**src/rtl/mem_port_arbiter.sv**
```systemverilog
// Shares one single-ported memory between fetch and data ports, one transaction in flight; grant-to-rvalid is MEM_LAT+2 cycles.
// Backpressure: requests wait (gnt low) until IDLE; data wins ties except after two consecutive data grants.
module mem_port_arbiter #(
  parameter int MEM_LAT = 2,
  parameter int AW      = 32,
  parameter int DW      = 32
) (
  input  logic          clk,
  input  logic          rst,
  input  logic          if_req,
  input  logic [AW-1:0] if_addr,
  output logic          if_gnt,
  output logic          if_rvalid,
  output logic [DW-1:0] if_rdata,
  input  logic          d_req,
  input  logic          d_we,
  input  logic [AW-1:0] d_addr,
  input  logic [DW-1:0] d_wdata,
  input  logic [3:0]    d_ls,
  output logic          d_gnt,
  output logic          d_rvalid,
  output logic [DW-1:0] d_rdata,
  output logic          mem_en,
  output logic          mem_we,
  output logic [AW-1:0] mem_addr,
  output logic [DW-1:0] mem_wdata,
  output logic [3:0]    mem_ls,
  input  logic [DW-1:0] mem_rdata,
  output logic          busy
);

  typedef enum logic [1:0] {IDLE, ISSUE, WAIT, RESP} state_t;

  state_t     state, state_nxt;
  logic [3:0] cnt;
  logic [1:0] consec_d;
  logic       own_d;

  always_ff @(posedge clk or posedge rst) begin
    if (rst) state <= IDLE;
    else     state <= state_nxt;
  end

  always_comb begin
    state_nxt = state;
    if_gnt    = 1'b0;
    d_gnt     = 1'b0;
    case (state)
      IDLE: begin
        if (!rst) begin
          if (d_req && (!if_req || consec_d != 2'd2)) d_gnt = 1'b1;
          else if (if_req)                            if_gnt = 1'b1;
        end
        if (d_gnt || if_gnt) state_nxt = ISSUE;
      end
      ISSUE:   state_nxt = (MEM_LAT > 1) ? WAIT : RESP;
      WAIT:    if (cnt == 4'd1) state_nxt = RESP;
      RESP:    state_nxt = IDLE;
      default: state_nxt = IDLE;
    endcase
  end

  assign busy = (state != IDLE);

  always_ff @(posedge clk or posedge rst) begin
    if (rst) begin
      cnt       <= '0;
      consec_d  <= '0;
      own_d     <= 1'b0;
      mem_en    <= 1'b0;
      mem_we    <= 1'b0;
      mem_addr  <= '0;
      mem_wdata <= '0;
      mem_ls    <= '0;
      if_rvalid <= 1'b0;
      d_rvalid  <= 1'b0;
      if_rdata  <= '0;
      d_rdata   <= '0;
    end else begin
      mem_en    <= 1'b0;
      if_rvalid <= 1'b0;
      d_rvalid  <= 1'b0;
      if (d_gnt || if_gnt) begin
        // the mem_* registers double as the latched command and hold until the next grant
        mem_en    <= 1'b1;
        own_d     <= d_gnt;
        mem_we    <= d_gnt & d_we;
        mem_addr  <= d_gnt ? d_addr  : if_addr;
        mem_wdata <= d_gnt ? d_wdata : '0;
        mem_ls    <= d_gnt ? d_ls    : 4'd0;
      end
      if (d_gnt)  consec_d <= (consec_d == 2'd2) ? 2'd2 : consec_d + 2'd1;
      if (if_gnt) consec_d <= 2'd0;
      case (state)
        ISSUE: cnt <= 4'(MEM_LAT - 1);
        WAIT:  cnt <= cnt - 4'd1;
        RESP: begin
          if (own_d) begin
            d_rdata  <= mem_we ? '0 : mem_rdata;
            d_rvalid <= 1'b1;
          end else begin
            if_rdata  <= mem_rdata;
            if_rvalid <= 1'b1;
          end
        end
        default: ;
      endcase
    end
  end

endmodule

```
**config.mk**
```make
export PLATFORM = sky130hd
export DESIGN_NAME = mem_port_arbiter
export DESIGN_NICKNAME = d
export VERILOG_FILES = /design/src/rtl/mem_port_arbiter.sv
export SDC_FILE = /design/constraint.sdc
export NUM_CORES = 1
export LEC_CHECK = 0
export BUFFER_PORTS_ARGS = -buffer_cell sky130_fd_sc_hd__buf_2
export CAP_MARGIN = 10
export CORE_MARGIN = 2
export CORE_UTILIZATION = 45
export CTS_BUF_LIST = sky130_fd_sc_hd__clkbuf_16
export DETAILED_ROUTE_END_ITERATION = 8
export HOLD_SLACK_MARGIN = 0.1
export PLACE_DENSITY = 0.74
export SLEW_MARGIN = 20
export SYNTH_ARGS = -nofsm -noshare
export SYNTH_HDL_FRONTEND = slang
export SYNTH_SLANG_ARGS = --single-unit
export TNS_END_PERCENT = 100
```
**constraint.sdc**
```tcl
create_clock -name clk -period 11.25 [get_ports clk]
set_clock_uncertainty 0.2 [all_clocks]
set_input_delay 1.6875 -clock clk [delete_from_list [all_inputs] [get_ports clk]]
set_output_delay 1.6875 -clock clk [all_outputs]
set_load 0.02 [all_outputs]
```
==> flow_summary.yaml <==
sta:
  fin_setup_tns_ps: 0
  maxSlewViolCount: 0
  setup_viol: 0
  hold_viol_final: 0
  min_period_over_period_pct: 48.74
  tightest_slew_ps: 1070
  fmax_ghz: 0.1824
  slew_headroom_pct: 28.70
  fin_crit_ps: 5483
  rsz0062_at_grt: "false"
flow_run:
  cap_viol_max_count: 0
worst_hold_path:
  hold_path_startpoint: "d_rdata[18]"
  min-delay-path-class: "register to register"
  hold_end: "d_rdata[18]"
  min_path_cells: 2
route:
  avgRoutedWirePerCell_um: 16.75
  drt_first_iter_violations: 307
  viasPerCell: 5.255
  dr.pass1.iters: 5
  antenna_left: 0
  wl_mm: 16.51
  vias: 5181
  drc: 0
placement:
  gp_congestion: 0.8326
  portBuffers: 275
  hpwl_mm: 11.76
  placed_cells: 954
yosys:
  avgSynthCellArea_um2: 11.80
  synth-edff-count: 0
  syn-instance-count: 537
  synth_ff_type: "dfrtp_1"
  yosysSeqAreaShare_pct: 57.27
  synthArstFlopShare_pct: 100.0
  ys_top_cells_by_area: "dfrtp_1 (57%), o311ai_2 (8.0%), mux2_1 (5.9%)"
  yosysWarningCount: 0
  synth_area_mm2: 0.006336
  synth_nets: 681
  synth_top_area_share_pct: 57.27
  ys_seq_elements: 145
  netlist-cell-type-count: 35
  yosys.area.top_type: "dfrtp_1"
clock_network:
  root_buffer: "clkbuf_16"
  clk_latency_ps: 410
  ctsLongestPathBuffers: 2
  clkTransAtPathRegs_ps: 60
  cts_sinks: 145
  cts_tree: "built"
  numCtsBuffers: 17
  cts-htree-levels: 4
  cts_resized: 0
  postCtsSetupRepairBufs: 0
  cts_hold_buf: 0
worst_setup_path:
  crit_type: "input port to primary output"
  crit_chain: "buf_2, and3b_1, buf_4, and2_4, buf_2"
  cp_slowest_cell: "and2_4"
  r2r-start: "state[0]"
  crit_top_cell: "buf_2"
  reg2reg_depth: 6
  r2r-end: "mem_wdata[27]"
  crit_path_max_fanout: 71
  r2r_slack_ps: 8540
  cp_data_arrival_time_ps: 3600
  critPathMaxStageDelay_ps: 850
  critical_path_required_ps: 9360
  cp-start-kind: "input port"
  cp-end-kind: "primary output"
outcome:
  status: "finished clean"
floorplanning:
  start_util_pct: 45.82
  die_width_um: 122.7
  fp.dieH_um: 122.7
  core.rowCount: 43
  core_mm2: 0.01383
  io_pins: 276
  die_area_mm2: 0.01505
grt:
  grt_pass1_wl_mm: 25.41
  grt_usage_pct: 22.01
  grt_pass1_vias: 5020
  grt-ovfl-total: 0
  antenna_found_initial: 1
  grt_max_degree: 85
layout:
  diodes: 0
  post-route-util_pct: 60.68
  fillers: 1148
  drive_gt1_share_pct: 43.30
  final_cells: 986
  fin_nets: 937
  syn_to_final_growth_pct: 32.43
power:
  p_total_mw: 2.549
  power_leakage_nw: 4.270
  vdd_drop_max_v: 0.0001427
  p_per_area_mw_per_mm2: 303.8
-- report_power, final --
part / leakage, nW / switching, mW / internal (mW)
Clock: 0.292 / 0.218 / 0.351
Combinational: 2.19 / 0.662 / 0.415
Sequential: 1.79 / 0.143 / 0.762
-- synth_stat cells, types with 8 or more instances --
master / instances
a22o_1: 38
nand2_1: 36
dfrtp_1: 145
clkbuf_1: 27
mux2_1: 33
inv_1: 44
nand2b_1: 35
buf_2: 8
nand3_1: 33
o311ai_2: 31
o21ai_1: 19
o21ai_0: 48
-- through the flow --
stage               cell area (um2)  hold WS (ps)  worst slack, ps
floorplan                      6336         270.1             5468
CTS                            8382         283.4             5777
global placement               7776         257.0             5832
detailed placement             7776         269.7             5781
global route                   8391         301.0             5670
finish                         8391         276.9             5767
-- final cells by class --
cell class              count  area, um2  share of cell area [%]
well taps                 180      225.2                   2.684
clock buffers              17      425.4                   5.070
clock inverters            15      180.2                   2.147
flip-flops and latches    145       3628                   43.24
inverters                  46      177.7                   2.118
repair buffers            280       1418                   16.90
multi-input cells         303       2336                   27.84
-- kinds of logic after synthesis --
group / share of synthesized area (%)
adders and majority gates: 1.382
and+or+nand+nor: 9.518
AOI/OAI and AO/OA: 19.61
muxes: 6.023
DFF: 57.27
buffers and inverters: 6.201
-- layout by cell type (no fill, tap or decap), drive strengths merged, types with 3 or more instances in the layout --
cell type,Yosys,layout
a22o,38,38
dfrtp,145,145
clkbuf,27,17
inv,46,50
clkinv,0,6
nand2b,35,35
ha,7,7
o21ai,67,67
bufinv,0,3
mux2,33,33
nor2,3,3
o311ai,32,32
buf,16,280
nand3,33,33
nand2,36,36
-- flip-flops by register name, summed over array words and instances (netlist names) --
register,count
cnt,4
consec_d,2
d_rdata,32
d_rvalid,1
if_rdata,32
if_rvalid,1
mem_addr,32
mem_en,1
mem_ls,4
mem_wdata,32
mem_we,1
own_d,1
state,2
-- worst max-delay path: cells and delay by family --
kind,cells,cell delay [ps]
buffers and inverters,3,770
and+or+nand+nor,2,1060
-- routing by layer --
layer	vias to the layer above	track usage, %	share of wire (%)
met4	2	7.615	1.3
met3	19	6.738	8.2
li1	2391	-	-
met2	239	36.46	50
met1	2530	27.30	41
met5	-	0	0.067
-- worst max path at each step --
stage	startpoint	endpoint	slack, ps	cells past startpoint
4_1_cts	rst	d_gnt	5780	5
3_5_place_dp	rst	d_gnt	5780	5
2_1_floorplan	rst	cnt[0]	5470	1
3_3_place_gp	rst	d_gnt	5830	5
5_1_grt	rst	d_gnt	5670	5
6_report	rst	d_gnt	5770	5
No activity file was read; power rests on OpenSTA's default activity.
